--- config.mk ---
export PLATFORM = sky130hd
export DESIGN_NAME = dlfloat_operand_loader
export DESIGN_NICKNAME = d
export VERILOG_FILES = /design/src/rtl/dlfloat_operand_loader.sv
export SDC_FILE = /design/constraint.sdc
export NUM_CORES = 1
export LEC_CHECK = 0
export CORE_MARGIN = 2
export CORE_UTILIZATION = 52
export DETAILED_ROUTE_END_ITERATION = 12
export HOLD_SLACK_MARGIN = 0.03
export PLACE_DENSITY = 0.76
export SLEW_MARGIN = 40
export SYNTH_ARGS = -nofsm -noshare
export SYNTH_HDL_FRONTEND = slang
export SYNTH_SLANG_ARGS = --single-unit
--- constraint.sdc ---
create_clock -name clk -period 2.1 [get_ports clk]
set_clock_uncertainty 0.1 [all_clocks]
set_input_delay 0.63 -clock clk [delete_from_list [all_inputs] [get_ports clk]]
set_output_delay 0.63 -clock clk [all_outputs]
set_load 0.02 [all_outputs]
--- src/rtl/dlfloat_operand_loader.sv ---
// Pairs consecutive DLFloat16 words into (A, B) operands and queues them for the MAC.
// Optional DLFLOAT_ZERO_FLUSH_EN: zero-exponent operands are replaced by +0 at push time.
module dlfloat_operand_loader #(
    parameter int DEPTH = 4,
    parameter int CNT_W = 16
) (
    input  logic                     clk,
    input  logic                     rst_n,
    input  logic [15:0]              in_data,
    input  logic                     in_valid,
    input  logic                     in_clr,
    input  logic                     in_abort,
    output logic                     in_ready,
    output logic [15:0]              op_a,
    output logic [15:0]              op_b,
    output logic                     op_clr,
    output logic                     op_valid,
    input  logic                     op_ready,
    output logic [$clog2(DEPTH):0]   fifo_level,
    output logic [CNT_W-1:0]         pair_cnt
);
    localparam int PTR_W = $clog2(DEPTH);
    localparam int LVL_W = PTR_W + 1;

    typedef enum logic {WAIT_A, WAIT_B} state_t;

    typedef struct packed {
        logic        clr;
        logic [15:0] a;
        logic [15:0] b;
    } entry_t;

    state_t             state_q, state_d;
    logic [15:0]        a_hold_q, a_hold_d;
    logic               clr_hold_q, clr_hold_d;
    logic [PTR_W-1:0]   wr_ptr_q, wr_ptr_d;
    logic [PTR_W-1:0]   rd_ptr_q, rd_ptr_d;
    logic [LVL_W-1:0]   level_q, level_d;
    logic [CNT_W-1:0]   cnt_q, cnt_d;
    entry_t             mem_q [DEPTH];
    entry_t             mem_d [DEPTH];

    logic   full, empty, accept, push, pop;
    entry_t head;

    function automatic logic [15:0] flush(input logic [15:0] w);
`ifdef DLFLOAT_ZERO_FLUSH_EN
        return (w[14:9] == 6'd0) ? 16'h0000 : w;
`else
        return w;
`endif
    endfunction

    assign full     = (level_q == LVL_W'(DEPTH));
    assign empty    = (level_q == '0);
    // in_ready depends only on registered state, never on op_ready
    assign in_ready = (state_q == WAIT_A) || !full;
    assign accept   = in_valid && in_ready;
    assign push     = accept && !in_abort && (state_q == WAIT_B);
    assign pop      = !empty && op_ready;

    assign head       = mem_q[rd_ptr_q];
    assign op_valid   = !empty;
    assign op_a       = empty ? '0 : head.a;
    assign op_b       = empty ? '0 : head.b;
    assign op_clr     = empty ? 1'b0 : head.clr;
    assign fifo_level = level_q;
    assign pair_cnt   = cnt_q;

    always_comb begin
        state_d    = state_q;
        a_hold_d   = a_hold_q;
        clr_hold_d = clr_hold_q;
        wr_ptr_d   = wr_ptr_q;
        rd_ptr_d   = rd_ptr_q;
        level_d    = level_q;
        cnt_d      = cnt_q;
        mem_d      = mem_q;

        if (in_abort) begin
            state_d = WAIT_A;
        end else if (accept) begin
            if (state_q == WAIT_A) begin
                a_hold_d   = in_data;
                clr_hold_d = in_clr;
                state_d    = WAIT_B;
            end else begin
                state_d = WAIT_A;
            end
        end

        if (push) begin
            mem_d[wr_ptr_q] = '{clr: clr_hold_q, a: flush(a_hold_q), b: flush(in_data)};
            wr_ptr_d        = wr_ptr_q + PTR_W'(1);
        end

        if (pop) begin
            rd_ptr_d = rd_ptr_q + PTR_W'(1);
            cnt_d    = head.clr ? CNT_W'(1) : cnt_q + CNT_W'(1);
        end

        case ({push, pop})
            2'b10:   level_d = level_q + LVL_W'(1);
            2'b01:   level_d = level_q - LVL_W'(1);
            default: level_d = level_q;
        endcase
    end

    always_ff @(posedge clk or negedge rst_n) begin
        if (!rst_n) begin
            state_q    <= WAIT_A;
            a_hold_q   <= '0;
            clr_hold_q <= 1'b0;
            wr_ptr_q   <= '0;
            rd_ptr_q   <= '0;
            level_q    <= '0;
            cnt_q      <= '0;
            for (int unsigned i = 0; i < DEPTH; i++) begin
                mem_q[i] <= '0;
            end
        end else begin
            state_q    <= state_d;
            a_hold_q   <= a_hold_d;
            clr_hold_q <= clr_hold_d;
            wr_ptr_q   <= wr_ptr_d;
            rd_ptr_q   <= rd_ptr_d;
            level_q    <= level_d;
            cnt_q      <= cnt_d;
            mem_q      <= mem_d;
        end
    end
endmodule

==> metrics.csv, run 1 <==
metric,value,unit
hold_viol,0,
synth_common_cells,"173 x dfrtp_1, 120 x mux2_4, 34 x nor2b_1, 33 x mux4_2, 29 x mux2_2",
async_flop_share,100,%
hold_ws,0.0257,ns
vdd_drop_max,0.000798,V
r2r-end,fifo_level[2],
start_util,53.4,%
synthAdderAreaFrac,1.12,%
clock_latency,0.43,ns
portBuffers,75,
cts.sinks,173,
critPathRequiredTime,1.37,ns
synth_edf_count,0,
synth_area,8520,um2
setup_viol,36,
cp-end-kind,output pin,
cts_root_buffer,clkbuf_16,
critical_path.max_fanout,6,
synth-seq-cells,173,
synth_top_family_by_area,multiplexers,
synth_warnings,0,
cts_tree,yes,
dr.pass1.iters,4,
fillers,1038,
cp_data_arrival_time,1.90,ns
grt_pass1_wl,31200,um
gp_congestion,0.749,
yosys-top-cells-area,"dfrtp_1 51%, mux2_4 21%, mux4_2 8.7%",
die_h,132,um
p_leak,5.12,nW
min_period_over_period,125,%
violations,negative setup slack,
htreeDepth,4,
clockBufferDepth,2,
layout_setup_ws,-0.528,ns
ys_types,42,
area_growth,29.4,%
critPathKind,reg2out,
fin_nets,730,
grt_pass1_vias,5676,
synth_xor_area_share,0.925,%
status,"complete, but fails checks",
die_x,132,um
grt_start_max_net_pins,54,
yosys.area_share.simple,5.83,%
fmaxAchievable,381,MHz
vias,5083,
postSynthCellCount,529,
slew_headroom,68.6,%
synth-compound-area-share,2.53,%
rows,46,
core_area,15900,um2
yosysSeqAreaShare,50.8,%
antenna_found_initial,0,
hpwl,12200,um
clkTransAtPathRegs,0.06,ns
syn_avg_cell_area,16.1,um2
drtIter0Drc,265,
route.detailed.drc,0,
cap_violations,0,
overflow,0,
start_kind,flip-flop,
synth_most_common_cell,dfrtp_1,
p_per_area,1570,nW/um2
antenna-diode-count,0,
wl_per_cell,20.4,um
via_per_inst,5.47,
tightest_slew,0.471,ns
ys.flop_type,dfrtp_1,
final_util,69.1,%
layout_min_cycle_time,2.63,ns
r2r_slack,-0.05,ns
pin_count,76,
synth_nets,558,
r2r_cells,10,
synthMuxAreaShare,33.8,%
dieArea,17400,um2
grt_setup_unrepaired,yes,
hold_class,in2async,
wl,19000,um
synth_top_cell_by_area,dfrtp_1,
worstReg2RegStart,fifo_level[0],
numCtsBuffers,17,
final_layout_size_suffix_gt1_share,56.3,%
track_usage,23.2,%
yosys.area.top_type_share,50.8,%
ant_nets,0,
drv_slew,0,
## cell usage in the layout, fill, tap and decap left out, drive strengths merged, types with 2 or more instances in the layout
cell type / Yosys / layout
nand3: 6 / 6
a21oi: 3 / 3
and3: 3 / 3
nor3: 2 / 2
buf: 23 / 146
bufinv: 0 / 3
nand4: 3 / 3
a31oi: 3 / 3
mux2: 149 / 149
nand2: 13 / 13
clkbuf: 9 / 21
inv: 9 / 9
o31ai: 5 / 5
or3: 3 / 3
nor2b: 34 / 34
nor2: 6 / 6
dfrtp: 173 / 173
xnor2: 7 / 7
o21ai: 15 / 15
and2: 6 / 6
ha: 6 / 6
o311ai: 2 / 2
nand2b: 4 / 4
dlygate4sd2: 0 / 18
clkdlybuf4s50: 0 / 18
clkinv: 0 / 6
o41ai: 2 / 2
mux4: 33 / 33
xor2: 2 / 2
clkinvlp: 0 / 3
## per-layer routing
metal  vias up  track usage [%]  wire length (um)
met5         -                0                 0
met4         0             8.39               331
met3        24             4.84               692
met2       112             37.4              9410
met1      2696             31.3              8550
li1       2251                -                 -
## cell families after synthesis
group                    count (synthesis)
AND/OR/NAND/NOR                         84
AO/OA/AOI/OAI                           32
adder cells (fa/ha/maj)                  7
multiplexers                           183
XOR/XNOR                                 9
flip-flops                             173
buffers and inverters                   41
## sequential cells by signal, indices dropped and copies added, names as in the netlist
name and count:
pair_cnt 16, fifo_level 3, a_hold_q 16, clr_hold_q 1, mem_q 132, wr_ptr_q 2, state_q 1, rd_ptr_q 2
## per-stage QoR
| stage | power (mW) | instances | TNS (ns) | worst slack [ns] | instance area, um2 |
|---|---|---|---|---|---|
| final | 17.4 | 930 | -16.57 | -0.528 | 11000 |
| after global routing | 18.2 | 930 | -18.82 | -0.591 | 11000 |
| after CTS | 16.5 | 927 | -18.19 | -0.599 | 10700 |
| after detailed placement | 13.3 | 883 | -75.42 | -0.488 | 10100 |
| after global placement | 13.0 | 883 | -71.81 | -0.472 | 10100 |
| after floorplan | 10.1 | 529 | 0 | 0.0202 | 8560 |
## worst max-delay path by stage
stage	from	end	slack [ns]
floorplan	rd_ptr_q[0]	op_clr	0.02
global placement	rd_ptr_q[0]	op_a[2]	-0.47
detailed placement	rd_ptr_q[0]	op_a[14]	-0.49
CTS	rd_ptr_q[0]	op_a[13]	-0.60
global route	rd_ptr_q[0]	op_a[3]	-0.59
finish	rd_ptr_q[0]	op_a[3]	-0.53
## repair_timing
| action | CTS | global route |
|---|---|---|
| pin swaps | 5 | 7 |
| cloned | 2 | 0 |
| gates resized for setup | 193 | 90 |
| endpoints found under the setup margin | 62 | 39 |
| setup buffers | 12 | 5 |
| hold buffers | 0 | 0 |
## layout make-up
cell class                      instances  area [um2]  share of cell area, %
Sequential cell                       173        4330                   39.3
Tap cell                              216         270                   2.45
Clock buffer                           20         437                   3.96
Timing Repair Buffer                  185        1810                   16.5
Inverter                                9        33.8                  0.307
Clock inverter                         12         146                   1.33
Multi-Input combinational cell        315        3990                   36.2
## report_power, final
part | total (mW) | internal (mW) | switching [mW]
registers | 5.58 | 4.68 | 0.900
clock network | 3.15 | 1.86 | 1.29
logic | 8.62 | 5.36 | 3.27
total | 17.4 | 11.9 | 5.46
## worst max-delay path: stages (launching register included)
cell,delay (ns)
dfrtp_2,0.40
buf_6,0.14
buf_12,0.13
mux4_2,0.52
nor2b_4,0.15
buf_6,0.12
Note: power is estimated with default switching activity, not from simulation.
==> run 2: changes to the inputs <==
--- a/config.mk
+++ b/config.mk
@@ -6,10 +6,10 @@
 export NUM_CORES = 1
 export LEC_CHECK = 0
 export CORE_MARGIN = 2
-export CORE_UTILIZATION = 52
+export CORE_UTILIZATION = 58
 export DETAILED_ROUTE_END_ITERATION = 12
 export HOLD_SLACK_MARGIN = 0.03
-export PLACE_DENSITY = 0.76
+export PLACE_DENSITY = 0.8
 export SLEW_MARGIN = 40
 export SYNTH_ARGS = -nofsm -noshare
 export SYNTH_HDL_FRONTEND = slang
==> constraint.sdc (replaced) <==
create_clock -name clk -period 2.6 [get_ports clk]
set_clock_uncertainty 0.1 [all_clocks]
set_input_delay 0.78 -clock clk [delete_from_list [all_inputs] [get_ports clk]]
set_output_delay 0.78 -clock clk [all_outputs]
set_load 0.02 [all_outputs]
==> metrics.csv, run 2 (synthesis gave the netlist of run 1 again) <==
metric,value,unit,change
cp_slowest_cell,mux4_2,,unchanged
hold_class,in2async,,unchanged
clkTransAtPathRegs,0.07,ns,was 0.06 ns
wl,18300,um,was 19000 um
swShare,32.2,%,was 31.5%
die_x,125,um,was 132 um
layout_common_cells,"172 x dfrtp_1, 120 x mux2_4, 39 x clkdlybuf4s50_1, 34 x buf_4, 33 x mux4_2",,"was 170 x dfrtp_1, 120 x mux2_4, 87 x buf_4, 34 x buf_6, 33 x mux4_2"
drv_slew,0,,unchanged
p_per_area,1240,nW/um2,was 1570 nW/um2
clockBufferDepth,2,,unchanged
p_total,12.9,mW,was 17.4 mW
core_area,14400,um2,was 15900 um2
cp-end-kind,output pin,,unchanged
critical_path.max_fanout,7,,was 6
min_period_over_period,110,%,
fillers,880,,was 1038
p_sw,4.16,mW,was 5.46 mW
portBuffers,75,,unchanged
clock_latency,0.43,ns,about the same
dr.pass1.iters,4,,unchanged
die_h,125,um,was 132 um
pin_count,76,,unchanged
htreeDepth,4,,unchanged
vias,4856,,was 5083
cap_violations,0,,unchanged
layout_min_cycle_time,2.86,ns,
tightest_slew,0.520,ns,was 0.471 ns
hold_viol,0,,unchanged
stdcell_count,842,,was 930
layout_setup_ws,-0.261,ns,was -0.528 ns
vdd_drop_max,0.000860,V,was 0.000798 V
grt_setup_unrepaired,yes,,unchanged
clkPwrFrac,20.2,%,was 18.2%
start_util,59.1,%,was 53.4%
grt_pass1_vias,5355,,was 5676
fmaxAchievable,349,MHz,
cts_tree,yes,,unchanged
dpl.cell_count,798,,was 883
antenna-diode-count,0,,unchanged
wl_per_cell,21.8,um,was 20.4 um
pwr-share-comb,44.6,%,was 49.7%
grt_pass1_wl,30200,um,was 31200 um
final_layout_size_suffix_gt1_share,48.8,%,was 56.3%
numCtsBuffers,17,,unchanged
rows,44,,was 46
antenna_found_initial,0,,unchanged
final_util,72.0,%,was 69.1%
slew_headroom,65.4,%,was 68.6%
start_kind,flip-flop,,unchanged
path_cells,buf_12 > buf_4 > mux4_2 > nor2b_1 > buf_2,,was buf_6 > buf_12 > mux4_2 > nor2b_4 > buf_6
top_register,mem_q,,unchanged
drtIter0Drc,321,,was 265
setup_viol,33,,was 36
p_leak,4.71,nW,was 5.12 nW
cts_root_buffer,clkbuf_16,,unchanged
dieArea,15700,um2,was 17400 um2
gp_congestion,0.756,,was 0.749
seq_power_share,35.1,%,was 32.2%
status,"complete, but fails checks",,unchanged
cp_data_arrival_time,1.98,ns,was 1.90 ns
critPathKind,reg2out,,unchanged
route.detailed.drc,0,,unchanged
p_int,8.74,mW,was 11.9 mW
hold_ws,0.210,ns,was 0.0257 ns
track_usage,24.9,%,was 23.2%
final_common_cell,dfrtp_1,,unchanged
via_per_inst,5.77,,was 5.47
cts.sinks,173,,unchanged
overflow,0,,unchanged
largest_register_ffs,132,,unchanged
cts_hold_buf,0,,unchanged
violations,negative setup slack,,unchanged
area_growth,22.0,%,was 29.4%
ant_nets,0,,unchanged
slowest_delay,0.50,ns,was 0.52 ns
fin_nets,675,,was 730
critPathRequiredTime,1.72,ns,was 1.37 ns
hpwl,11400,um,was 12200 um
grt_start_max_net_pins,51,,was 54
run 2: cell type report:
cell class,instances,area [um2],area share [%]
flip-flops and latches,173,4330,41.7
clock inverters,11,141,1.36
inverters,9,33.8,0.325
repair buffers,130,1360,13.1
well taps,184,230,2.22
multi-input cells,315,3840,36.9
clock buffers,20,457,4.39
run 2: timing repair:
| action | 4_1_cts | 5_1_grt |
|---|---|---|
| buffers inserted | 2 | 9 |
| resized for setup | 131 | 42 |
| setup endpoints to repair | 35 | 35 |
| pin swaps | 1 | 1 |
| gates cloned | 2 | 0 |
run 2: through the flow:
stage	TNS (ns)	instance area, um2	setup WS, ns
2_1_floorplan	0	8520	0.189
3_3_place_gp	-9.79	9670	-0.122
3_5_place_dp	-13.81	9670	-0.128
4_1_cts	-6.00	10200	-0.309
5_1_grt	-7.94	10400	-0.308
6_report	-5.54	10400	-0.261
run 2: routing by layer:
| metal | vias to the layer above | routed length [um] | GRT usage [%] |
|---|---|---|---|
| li1 | 2149 | - | - |
| met3 | 21 | 780 | 5.78 |
| met4 | 0 | 255 | 7.97 |
| met5 | - | 0 | 0 |
| met2 | 119 | 9260 | 39.8 |
| met1 | 2567 | 8050 | 34.2 |
run 2: path summary, 6_finish.rpt:
check	from	to	slack, ns	cells past startpoint
max	rd_ptr_q[0]	op_a[13]	-0.26	5
min	rst_n	mem_q[87]	0.21	1
max reg2reg	fifo_level[0]	fifo_level[2]	0.42	9
min reg2reg	mem_q[33]	mem_q[33]	0.41	1
max in group asynchronous	rst_n	rd_ptr_q[0]	1.54	2
min in group clk	mem_q[33]	mem_q[33]	0.41	1
run 2: critical path, delay by kind of cell, from the launching register on:
family / cells / cell delay, ns
muxes: 1 / 0.50
buffers and inverters: 3 / 0.44
DFF: 1 / 0.43
and+or+nand+nor: 1 / 0.17
run 2: power groups by stage:
stage | Clock, mW | Combinational (mW) | Sequential (mW)
floorplan | 0 | 3.75 | 4.33
global placement | 0 | 5.48 | 4.43
detailed placement | 0 | 5.59 | 4.52
CTS | 2.64 | 5.36 | 4.51
global route | 2.76 | 6.13 | 4.65
finish | 2.61 | 5.76 | 4.53
